<file path="config.mk">
export PLATFORM = sky130hd
export DESIGN_NAME = sort4_ctrl_flat
export DESIGN_NICKNAME = d
export VERILOG_FILES = /design/src/rtl/sort4_if.sv /design/src/rtl/sort4_ctrl.sv /design/src/flat_wrapper.sv
export SDC_FILE = /design/constraint.sdc
export NUM_CORES = 1
export LEC_CHECK = 0
export CORE_MARGIN = 1.5
export CORE_UTILIZATION = 45
export DETAILED_ROUTE_END_ITERATION = 10
export PLACE_DENSITY = 0.71
export SETUP_SLACK_MARGIN = 0.05
export SYNTH_ARGS = -nofsm -noshare
export SYNTH_HDL_FRONTEND = slang
export SYNTH_SLANG_ARGS = --single-unit
</file>
<file path="constraint.sdc">
create_clock -name clk -period 2.73 [get_ports clk]
set_input_delay 0.546 -clock clk [delete_from_list [all_inputs] [get_ports clk]]
set_output_delay 0.546 -clock clk [all_outputs]
set_load 0.01 [all_outputs]
</file>
<file path="src/rtl/sort4_if.sv">
// sort4_if -- handshake/data bundle between the lab operand registers and the
// sort4_ctrl sequencer.
//
// Signals:
//   start  request to sort (sampled by the sequencer only when idle)
//   din    four packed 4-bit operands, d0 = din[3:0] ... d3 = din[15:12]
//   dout   sorted result, same packing, dout[3:0] smallest
//   busy   high while a sort is in progress
//   done   one-cycle pulse when dout/swaps are updated
//   swaps  number of swaps performed in the last completed sort
//
// Modports:
//   master  the requester (drives start/din, observes results)
//   slave   the sequencer (observes start/din, drives results)
interface sort4_if;
  logic        start;
  logic [15:0] din;
  logic [15:0] dout;
  logic        busy;
  logic        done;
  logic [2:0]  swaps;

  modport master (
    output start,
    output din,
    input  dout,
    input  busy,
    input  done,
    input  swaps
  );

  modport slave (
    input  start,
    input  din,
    output dout,
    output busy,
    output done,
    output swaps
  );
endinterface

</file>
<file path="src/rtl/sort4_ctrl.sv">
// sort4_ctrl -- sorts four 4-bit operands into ascending order with one shared
// magnitude comparator, performing one compare-and-swap per clock (bubble sort,
// passes of 3, 2 and 1 compares).
//
// Ports:
//   clk  system clock, all state changes on the rising edge
//   rst  asynchronous, active-high reset
//   bus  sort4_if.slave: start/din in, dout/busy/done/swaps out
//
// Build option:
//   SORT4_EARLY_EXIT_EN  when defined, a pass that makes no swap ends the sort
//                        immediately (already-sorted data finishes after one
//                        pass). When undefined, every sort takes six compares.
module sort4_ctrl (
  input  logic     clk,
  input  logic     rst,
  sort4_if.slave   bus
);

  typedef enum logic [1:0] {
    IDLE,
    CMP,
    DONE
  } state_t;

  state_t      state;
  logic [3:0]  r [4];
  logic [1:0]  pass;
  logic [1:0]  idx;
  logic [2:0]  swap_cnt;
  logic        pass_flag;

  logic [3:0]  op_a;
  logic [3:0]  op_b;
  logic [1:0]  cmp_res;
  logic        do_swap;
  logic        flag_next;
  logic [1:0]  last_idx;

  // Shared comparator: 01 = a>b, 10 = a<b, 00 = equal. Only a strict "a>b"
  // swaps, so equal elements keep their order.
  always_comb begin
    op_a      = r[idx];
    op_b      = r[idx + 2'd1];
    cmp_res   = 2'b00;
    if (op_a > op_b)
      cmp_res = 2'b01;
    else if (op_a < op_b)
      cmp_res = 2'b10;
    do_swap   = (cmp_res == 2'b01);
    flag_next = pass_flag | do_swap;
    last_idx  = 2'd2 - pass;
  end

  // Sequencer: latch operands, walk the compare-and-swap schedule, then publish
  // the result for one cycle. All outputs are registered here.
  always_ff @(posedge clk or posedge rst) begin
    if (rst) begin
      state     <= IDLE;
      for (int i = 0; i < 4; i++)
        r[i] <= 4'h0;
      pass      <= 2'd0;
      idx       <= 2'd0;
      swap_cnt  <= 3'd0;
      pass_flag <= 1'b0;
      bus.dout  <= 16'h0000;
      bus.swaps <= 3'd0;
      bus.busy  <= 1'b0;
      bus.done  <= 1'b0;
    end else begin
      case (state)
        IDLE: begin
          bus.done <= 1'b0;
          if (bus.start) begin
            r[0]      <= bus.din[3:0];
            r[1]      <= bus.din[7:4];
            r[2]      <= bus.din[11:8];
            r[3]      <= bus.din[15:12];
            pass      <= 2'd0;
            idx       <= 2'd0;
            swap_cnt  <= 3'd0;
            pass_flag <= 1'b0;
            bus.busy  <= 1'b1;
            state     <= CMP;
          end
        end

        CMP: begin
          if (do_swap) begin
            r[idx]         <= op_b;
            r[idx + 2'd1]  <= op_a;
            swap_cnt       <= swap_cnt + 3'd1;
          end
          if (idx == last_idx) begin
            // End of a pass: the flag includes this compare's swap.
            idx       <= 2'd0;
            pass      <= pass + 2'd1;
            pass_flag <= 1'b0;
            if (pass == 2'd2)
              state <= DONE;
`ifdef SORT4_EARLY_EXIT_EN
            else if (!flag_next)
              state <= DONE;
`else
            else
              state <= CMP;
`endif
          end else begin
            idx       <= idx + 2'd1;
            pass_flag <= flag_next;
          end
        end

        DONE: begin
          bus.dout  <= {r[3], r[2], r[1], r[0]};
          bus.swaps <= swap_cnt;
          bus.done  <= 1'b1;
          bus.busy  <= 1'b0;
          state     <= IDLE;
        end

        default: begin
          state    <= IDLE;
          bus.busy <= 1'b0;
          bus.done <= 1'b0;
        end
      endcase
    end
  end

endmodule
</file>
<file path="src/flat_wrapper.sv">
// flat-port wrapper written by rule: the top's interface ports become plain ports
module sort4_ctrl_flat 
  (clk, rst, bus_start, bus_din, bus_dout, bus_busy, bus_done, bus_swaps);
  sort4_if bus_i ();
  input  logic clk;
  input  logic rst;
  input wire logic [$bits(bus_i.start)-1:0] bus_start;
  input wire logic [$bits(bus_i.din)-1:0] bus_din;
  output wire logic [$bits(bus_i.dout)-1:0] bus_dout;
  output wire logic [$bits(bus_i.busy)-1:0] bus_busy;
  output wire logic [$bits(bus_i.done)-1:0] bus_done;
  output wire logic [$bits(bus_i.swaps)-1:0] bus_swaps;
  assign bus_i.start = bus_start;
  assign bus_i.din = bus_din;
  assign bus_dout = bus_i.dout;
  assign bus_busy = bus_i.busy;
  assign bus_done = bus_i.done;
  assign bus_swaps = bus_i.swaps;
  sort4_ctrl u_core (.clk(clk), .rst(rst), .bus(bus_i));
endmodule
</file>
==> results of run 1 <==
metrics by stage:
step	setup slack, ns	cells	utilization [%]	cell area, um^2	hold WS [ns]
CTS	0.130	401	58.6	3470	0.481
global placement	0.252	394	56.7	3360	0.456
finish	0.170	403	58.9	3480	0.479
global route	0.0401	403	58.9	3480	0.506
floorplan	0.0523	278	-	2840	0.437
detailed placement	0.188	394	56.7	3360	0.467
worst paths after layout:
kind	startpoint	to	cells past startpoint
worst max-delay path	u_core.idx[1]$_DFFE_PP0P_	u_core.r[7]$_DFFE_PP0P_	10
worst min-delay path	u_core.state[1]$_DFFE_PP0P_	u_core.bus.busy$_DFFE_PP0P_	1
worst max register to register	u_core.idx[1]$_DFFE_PP0P_	u_core.r[7]$_DFFE_PP0P_	10
worst min register to register	u_core.state[1]$_DFFE_PP0P_	u_core.bus.busy$_DFFE_PP0P_	1
max in group asynchronous	rst	u_core.r[2]$_DFFE_PP0P_	3
min in group asynchronous	rst	u_core.r[15]$_DFFE_PP0P_	2
timing repair:
action                     4_1_cts  5_1_grt
hold buffers                     0        0
setup endpoints to repair        0       16
gates resized for setup          0        1
setup buffers                    0        2
cell type report:
cell class / instances / area (um^2) / area share [%]
repair buffers: 59 / 551 / 15.8
multi-input cells: 206 / 1540 / 44.1
clock inverters: 1 / 30.0 / 0.862
well taps: 75 / 93.8 / 2.69
inverters: 10 / 40.0 / 1.15
flip-flops and latches: 46 / 1150 / 33.0
clock buffers: 6 / 82.6 / 2.37
placed cells by master (no fill, tap or decap), drive strengths merged, types with 4 or more instances in the layout:
cell type	instances
a21oi	21
a31oi	17
and2	5
buf	19
clkbuf	7
clkdlybuf4s50	39
dfrtp	46
ha	13
inv	10
mux2	26
mux2i	17
nand2	41
nand2b	4
nor2	5
o211ai	17
o21ai	5
o22ai	16
or3	4
routing by layer:
| layer | GRT usage [%] | routed length (um) | vias up |
|---|---|---|---|
| li1 | - | - | 1116 |
| met3 | 3.93 | 421 | 5 |
| met5 | 0 | 0 | - |
| met1 | 33.8 | 3450 | 1101 |
| met4 | 5.52 | 56 | 0 |
| met2 | 36.8 | 3310 | 68 |
cells by family (layout without fill, tap and decap cells):
logic type	count (synthesis)	after routing	synth area share (%)
adder cells (fa/ha/maj)	13	13	5.90
buffers and inverters	26	76	4.45
XOR/XNOR	3	3	0.953
AND/OR/NAND/NOR	63	63	10.6
flip-flops	46	46	41.7
multiplexers	43	43	16.8
AO/OA/AOI/OAI	84	84	19.6
flip-flops by register name, indices dropped and copies added (netlist names):
register,count
u_core.bus.dout,16
u_core.r,16
u_core.bus.swaps,3
u_core.swap_cnt,3
u_core.idx,2
u_core.pass,2
u_core.state,2
u_core.bus.busy,1
u_core.bus.done,1
critical path: cells and delay by family, from the launching register on:
kind	cells	cell delay, ns
multiplexers	2	0.49
adder cells (fa/ha/maj)	1	0.32
flip-flops	1	0.39
buffers and inverters	2	0.40
AND/OR/NAND/NOR	2	0.39
AO/OA/AOI/OAI	3	0.44
==> flow_metrics.env, run 1 <==
export IMPL_cp_max_fo=13
export IMPL_finalSetupTns_ns=0
export IMPL_min_path_type="flop to flop"
export IMPL_nets=360
export IMPL_slew_headroom_pct=61.4
export IMPL_first_iter_violations=175
export IMPL_numCtsBuffers=5
export IMPL_fmax_mhz=391
export IMPL_antenna_found_initial=0
export IMPL_hold_violations=0
export IMPL_syn_num_nets=310
export IMPL_ys_top_cells_by_area="dfrtp_1 (42%), mux2_2 (11%), mux2i_1 (6.2%)"
export IMPL_synthCells=278
export IMPL_die_area_um2=6610
export IMPL_critical_path_max_stage_delay_ns=0.39
export IMPL_clock_latency_ns=0.30
export IMPL_drc_errors=0
export IMPL_grt_overflow_total=0
export IMPL_cp_start_kind="flop"
export IMPL_gp_congestion=0.941
export IMPL_grt_max_degree=25
export IMPL_rsz0062_at_grt="true"
export IMPL_vias=2290
export IMPL_outcome="completed"
export IMPL_synth_avg_cell_area_um2=9.92
export IMPL_routedWlPerCell_um=18.0
export IMPL_synth_edff_count=0
export IMPL_cts_max_path_buffers=2
export IMPL_syn2layout_area_growth_pct=26.4
export IMPL_synthesis_area_um2=2760
export IMPL_setup_viol=0
export IMPL_fin_skew_ns=0.00903
export IMPL_cts_tree="built"
export IMPL_cap_violations=0
export IMPL_io_buffers=39
export IMPL_synth_common_cells="dfrtp_1 (46), nand2_1 (40), mux2_2 (26)"
export IMPL_ios=40
export IMPL_coreArea_um2=5920
export IMPL_initial_core_util_pct=46.6
export IMPL_worst_ep_required_time_ns=2.90
export IMPL_dp_hpwl_um=5400
export IMPL_fp_dieH_um=81.3
export IMPL_critPathKind="flop to flop"
export IMPL_synthDistinctLibCells=36
export IMPL_drtAntennaViolNets=0
export IMPL_grt_pass1_wl_um=11500
export IMPL_async_flop_share_pct=100
export IMPL_synth_most_common_cell="dfrtp_1"
export IMPL_die_width_um=81.3
export IMPL_synth_top_cell_area_share_pct=41.7
export IMPL_endpoint_kind="flop"
export IMPL_synth_ff_type="dfrtp_1"
export IMPL_rrSetupSlack_ns=0.17
export IMPL_path_clk_slew_ns=0.09
export IMPL_final_max_slew_viol_count=0
export IMPL_synth_largest_area_cell="dfrtp_1"
export IMPL_period_share_pct=93.8
export IMPL_path_cells="buf_4 > mux2i_1 > mux2_2 > ha_1 > and4_1 > a21o_1 > a21oi_2 > buf_4 > and2_4 > a31oi_1"
export IMPL_ys_warn_count=0
export IMPL_clock_sinks=46
export IMPL_track_usage_pct=23.5
export IMPL_drive_above_1_share_pct=20.7
export IMPL_ys_ff_latch=46
export IMPL_antenna_cells=0
export IMPL_vias_per_cell=5.68
export IMPL_drt_first_pass_iters=4
export IMPL_worst_pin_slew_ns=0.577
export IMPL_worst_path_most_repeated_cell="buf_4"
export IMPL_nFillCells=512
export IMPL_routed_wl_um=7240
export IMPL_ys_seq_area_share_pct=41.7
export IMPL_grt_pass1_vias=2182
export IMPL_htree_levels=2
export IMPL_rows=28
export IMPL_cpMaxStageDelayCell="dfrtp_1"
export IMPL_cp_arrival_ns=2.74
export IMPL_cts_root_buf="clkbuf_8"
export IMPL_fin_crit_ns=2.56
Power of run 1 is left out: the tool's default activity adds up to more than one toggle a clock period on the data nets, which glitch-free logic cannot reach.
==> inputs of run 2 (changes only) <==
--- a/config.mk
+++ b/config.mk
@@ -6,9 +6,8 @@
 export NUM_CORES = 1
 export LEC_CHECK = 0
 export CORE_MARGIN = 1.5
-export CORE_UTILIZATION = 45
+export CORE_UTILIZATION = 40
 export DETAILED_ROUTE_END_ITERATION = 10
-export PLACE_DENSITY = 0.71
 export SETUP_SLACK_MARGIN = 0.05
 export SYNTH_ARGS = -nofsm -noshare
 export SYNTH_HDL_FRONTEND = slang
==> run 2 against run 1 <==
  * Design area down 0.22%
  * Count of clock-buffer cells in the layout unchanged
  * Global-route usage shrank 4.4 points
  * Non-clock buffer count fell by 3
  * Sequential cell count is the same
  * Sequential share of layout area grew 0.071 points
  * Clock skew up 0.00050 ns
  * Final cell count rose by 0.74%
  * Die area is 12% higher
  * Critical path depth unchanged
  * Largest cell class unchanged
  * Highest routed layer unchanged
==> flow_metrics.env, run 2 (synthesized netlist as in run 1, its figures left out) <==
export IMPL_r2r_start="u_core.idx[0]$_DFFE_PP0P_"
export IMPL_ios=40
export IMPL_cts_tree="built"
export IMPL_postCtsHoldBufs=0
export IMPL_worst_pin_slew_ns=0.501
export IMPL_mostFrequentLayoutCell="dfrtp_1"
export IMPL_whs_ns=0.477
export IMPL_rsz0062_at_grt="false"
export IMPL_die_width_um=86.0
export IMPL_dp_cells=398
export IMPL_critPathKind="flop to flop"
export IMPL_ctsResizeCount=0
export IMPL_grt_overflow_total=0
export IMPL_rrSetupSlack_ns=0.19
export IMPL_die_area_um2=7400
export IMPL_vias=2299
export IMPL_routed_wl_um=6620
export IMPL_cts_max_path_buffers=2
export IMPL_coreArea_um2=6720
export IMPL_grt_pass1_wl_um=11200
export IMPL_grt_pass1_vias=2228
export IMPL_worst_ep_required_time_ns=2.91
export IMPL_cp_start_kind="flop"
export IMPL_r2r_end="u_core.r[15]$_DFFE_PP0P_"
export IMPL_drt_first_pass_iters=4
export IMPL_setup_viol=0
export IMPL_slew_headroom_pct=66.6
export IMPL_path_clk_slew_ns=0.09
export IMPL_clock_sinks=46
export IMPL_instances_no_fill=406
export IMPL_finalSetupTns_ns=0
export IMPL_cts_setup_buffers=0
export IMPL_initial_core_util_pct=41.0
export IMPL_clock_latency_ns=0.30
export IMPL_fin_area_um2=3480
export IMPL_gp_congestion=1.01
export IMPL_vias_per_cell=5.66
export IMPL_drive_above_1_share_pct=19.9
export IMPL_grt_max_degree=25
export IMPL_nets=357
export IMPL_hold_violations=0
export IMPL_track_usage_pct=19.1
export IMPL_rows=30
export IMPL_final_cell_mix="dfrtp_1 (46), nand2_1 (40), clkdlybuf4s50_1 (39)"
export IMPL_period_share_pct=93.2
export IMPL_endpoint_kind="flop"
export IMPL_cap_violations=0
export IMPL_fin_skew_ns=0.00954
export IMPL_min_path_type="flop to flop"
export IMPL_dp_hpwl_um=4980
export IMPL_reg_top3="u_core.bus.dout: 16 flops, u_core.r: 16 flops"
export IMPL_min_to="u_core.bus.busy$_DFFE_PP0P_"
export IMPL_syn2layout_area_growth_pct=26.1
export IMPL_cts_root_buf="clkbuf_8"
export IMPL_postPlaceCellArea_um2=3370
export IMPL_antenna_found_initial=0
export IMPL_final_max_slew_viol_count=0
export IMPL_numCtsBuffers=5
export IMPL_hold_start="u_core.state[1]$_DFFE_PP0P_"
export IMPL_routedWlPerCell_um=16.3
export IMPL_drc_errors=0
export IMPL_first_iter_violations=210
export IMPL_whs_path_depth=1
export IMPL_worstRegToRegCells=10
export IMPL_fp_dieH_um=86.0
export IMPL_fmax_mhz=393
export IMPL_antenna_cells=0
export IMPL_cp_max_fo=20
export IMPL_cp_arrival_ns=2.73
export IMPL_htree_levels=2
export IMPL_fin_crit_ns=2.54
export IMPL_outcome="completed"
export IMPL_drtAntennaViolNets=0
export IMPL_io_buffers=39
## run 2: cell count changes in the layout (fill, tap and decap cells not counted), sizes merged
| cell | change |
|---|---|
| buf | -2 |
| clkbuf | -1 |
| clkinvlp | +1 |
## run 2: area by class of cell
cell class                 instances  area [um^2]
multi-input combinational        206         1530
sequential                        46         1150
timing repair buffer              56          543
tap                               80          100
inverter                          10         40.0
clock inverter                     2         37.5
clock buffer                       6         72.6
fill                             605         3240
## run 2: worst max path at each step
stage / from / slack (ns) / depth (start not counted) / to
after CTS: u_core.idx[0]$_DFFE_PP0P_ / 0.19 / 10 / u_core.r[15]$_DFFE_PP0P_
after global routing: u_core.idx[0]$_DFFE_PP0P_ / 0.06 / 10 / u_core.r[15]$_DFFE_PP0P_
final: u_core.idx[0]$_DFFE_PP0P_ / 0.19 / 10 / u_core.r[15]$_DFFE_PP0P_
after global placement: u_core.idx[0]$_DFFE_PP0P_ / 0.27 / 10 / u_core.r[3]$_DFFE_PP0P_
after detailed placement: u_core.idx[0]$_DFFE_PP0P_ / 0.20 / 10 / u_core.r[15]$_DFFE_PP0P_
after floorplan: u_core.idx[0]$_DFFE_PP0P_ / 0.05 / 13 / u_core.r[15]$_DFFE_PP0P_
## run 2: metrics by stage
step                utilization [%]  worst slack (ns)
floorplan                         -            0.0523
finish                         51.8             0.186
global placement               50.1             0.266
global route                   51.8            0.0565
CTS                            51.8             0.187
detailed placement             50.1             0.205
## run 2: routing by layer
layer	track usage (%)	wire [um]	vias to the layer above	share of wire, %
li1	-	-	1110	-
met5	0	0	-	0
met2	31.1	3110	73	47
met4	3.52	42	0	0.63
met3	3.18	338	4	5.1
met1	27.1	3130	1112	47
## run 2: critical path, stage by stage, from the launching register on
cell     delay, ns
dfrtp_1       0.43
inv_4         0.07
ha_4          0.35
mux2_2        0.36
ha_1          0.28
and4_1        0.17
a21o_1        0.19
a21oi_2       0.16
buf_12        0.17
and2_4        0.16
a31oi_1       0.08
Power of run 2 is left out for the same reason.
==> inputs of run 3 (changes only) <==
--- a/config.mk
+++ b/config.mk
@@ -6,7 +6,7 @@
 export NUM_CORES = 1
 export LEC_CHECK = 0
 export CORE_MARGIN = 1.5
-export CORE_UTILIZATION = 40
+export CORE_UTILIZATION = 30
 export DETAILED_ROUTE_END_ITERATION = 10
 export SETUP_SLACK_MARGIN = 0.05
 export SYNTH_ARGS = -nofsm -noshare
==> constraint.sdc (replaced) <==
create_clock -name clk -period 2.2 [get_ports clk]
set_input_delay 0.44 -clock clk [delete_from_list [all_inputs] [get_ports clk]]
set_output_delay 0.44 -clock clk [all_outputs]
set_load 0.01 [all_outputs]
==> run 3 against run 2 <==
  * The run now ends with DRC, setup timing left
  * Design area up 9.3%
  * Non-clock buffer count is 24 higher
  * Worst hold slack worse by 0.014 ns
  * Clock skew grew 0.0023 ns
==> flow_metrics.env, run 3 (synthesized netlist as in run 1, its figures left out) <==
export IMPL_outcome="finished, violations left"
export IMPL_violations="DRC, setup timing"
export IMPL_cap_violations=0
export IMPL_cpMaxStageDelayCell="dfrtp_1"
export IMPL_fmax_mhz=405
export IMPL_rsz0062_at_grt="true"
export IMPL_rrSetupSlack_ns=-0.27
export IMPL_cts_tree="built"
export IMPL_clock_sinks=46
export IMPL_crit_buf_inv=2
export IMPL_cp_arrival_ns=2.65
export IMPL_worst_pin_slew_ns=0.483
export IMPL_numCtsBuffers=5
export IMPL_mostFrequentLayoutCell="dfrtp_1"
export IMPL_critPathKind="flop to flop"
export IMPL_postCtsHoldBufs=0
export IMPL_fin_skew_ns=0.0118
export IMPL_fp_dieH_um=98.9
export IMPL_drive_above_1_share_pct=27.1
export IMPL_grt_pass1_vias=2555
export IMPL_path_clk_slew_ns=0.09
export IMPL_cp_depth=10
export IMPL_vias=2432
export IMPL_vias_per_cell=5.31
export IMPL_io_buffers=39
export IMPL_setup_slack_ns=-0.271
export IMPL_grt_max_degree=27
export IMPL_worstRegToRegCells=10
export IMPL_drtAntennaViolNets=0
export IMPL_initial_core_util_pct=31.3
export IMPL_worst_ep_required_time_ns=2.38
export IMPL_nets=381
export IMPL_antenna_found_initial=0
export IMPL_fin_crit_ns=2.47
export IMPL_rows=34
export IMPL_gp_congestion=0.865
export IMPL_ios=40
export IMPL_final_cell_mix="dfrtp_1 (45), nand2_1 (40), clkdlybuf4s50_1 (39)"
export IMPL_cts_max_path_buffers=2
export IMPL_drt_first_pass_iters=7
export IMPL_worst_path_most_repeated_cell="ha_4"
export IMPL_coreArea_um2=8810
export IMPL_syn2layout_area_growth_pct=37.8
export IMPL_cp_start_kind="flop"
export IMPL_antenna_cells=0
export IMPL_slew_headroom_pct=67.8
export IMPL_routedWlPerCell_um=16.7
export IMPL_critical_path_max_stage_delay_ns=0.41
export IMPL_dp_hpwl_um=5630
export IMPL_hold_violations=0
export IMPL_setup_viol=19
export IMPL_htree_levels=2
export IMPL_min_path_type="primary input to asynchronous set/reset pin"
export IMPL_first_iter_violations=105
export IMPL_drc_errors=5
export IMPL_cts_root_buf="clkbuf_8"
export IMPL_final_max_slew_viol_count=0
export IMPL_path_cells="inv_2 > ha_4 > mux2_2 > ha_4 > and4_1 > a21o_1 > a21oi_4 > buf_12 > and2_4 > a31oi_1"
export IMPL_routed_wl_um=7650
export IMPL_cp_max_fo=10
export IMPL_die_area_um2=9780
export IMPL_reg_top3="u_core.bus.dout: 16 flops, u_core.r: 16 flops"
export IMPL_whs_ns=0.464
export IMPL_track_usage_pct=16.4
export IMPL_crit_family="adder cells"
export IMPL_clock_latency_ns=0.31
export IMPL_die_width_um=98.9
export IMPL_endpoint_kind="flop"
export IMPL_grt_pass1_wl_um=12700
export IMPL_grt_overflow_total=0
export IMPL_period_share_pct=112
==> run 3: cell count changes in the layout (fill, tap and decap cells not counted), sizes merged <==
cell | before | now
clkinvlp | 1 | 0
buf | 17 | 41
bufinv | 1 | 2
==> run 3: cell type report <==
cell class | instances | area (um^2)
Timing Repair Buffer | 80 | 761
Inverter | 10 | 42.5
Clock buffer | 6 | 82.6
Multi-Input combinational cell | 206 | 1570
Sequential cell | 46 | 1150
Clock inverter | 2 | 60.1
Fill cell | 845 | 5000
Tap cell | 108 | 135
==> run 3: worst paths after layout <==
path	startpoint	endpoint
max in group asynchronous	rst	u_core.r[13]$_DFFE_PP0P_
setup / recovery	u_core.idx[1]$_DFFE_PP0P_	u_core.r[14]$_DFFE_PP0P_
hold / removal	rst	u_core.bus.dout[14]$_DFFE_PP0P_
hold reg to reg	u_core.state[1]$_DFFE_PP0P_	u_core.bus.busy$_DFFE_PP0P_
min in group clk	u_core.state[1]$_DFFE_PP0P_	u_core.bus.busy$_DFFE_PP0P_
setup reg to reg	u_core.idx[1]$_DFFE_PP0P_	u_core.r[14]$_DFFE_PP0P_
==> run 3: metrics by stage <==
step	instance area [um^2]	util [%]	setup TNS (ns)	std cells	worst slack (ns)
2_1_floorplan	2850	-	-7.84	278	-0.458
3_3_place_gp	3590	40.8	-4.00	446	-0.239
3_5_place_dp	3590	40.8	-4.52	446	-0.259
4_1_cts	3810	43.3	-4.60	458	-0.265
5_1_grt	3800	43.2	-6.86	458	-0.399
6_report	3800	43.2	-4.64	458	-0.271
==> run 3: routing by layer <==
metal / up-vias / GRT usage (%) / part of all wire [%]
met5: - / 0 / 0
met1: 1179 / 21.1 / 44
li1: 1163 / - / -
met4: 0 / 5.27 / 1.4
met3: 11 / 3.19 / 5.6
met2: 79 / 27.9 / 49
==> run 3: worst register-to-register path, delay by kind of cell, from the launching register on <==
family / cells / cell delay (ns)
adder cells (fa/ha/maj): 2 / 0.53
AND/OR/NAND/NOR: 2 / 0.33
AO/OA/AOI/OAI: 3 / 0.47
flip-flops: 1 / 0.41
buffers and inverters: 2 / 0.24
multiplexers: 1 / 0.37
==> run 3: timing repair <==
action / CTS / global route
setup endpoints to repair: 19 / 19
hold endpoints to repair: 0 / 0
setup buffers: 3 / 1
gates cloned: 1 / 0
pin swaps: 3 / 4
gates resized for setup: 5 / 3
Power of run 3 is left out for the same reason.
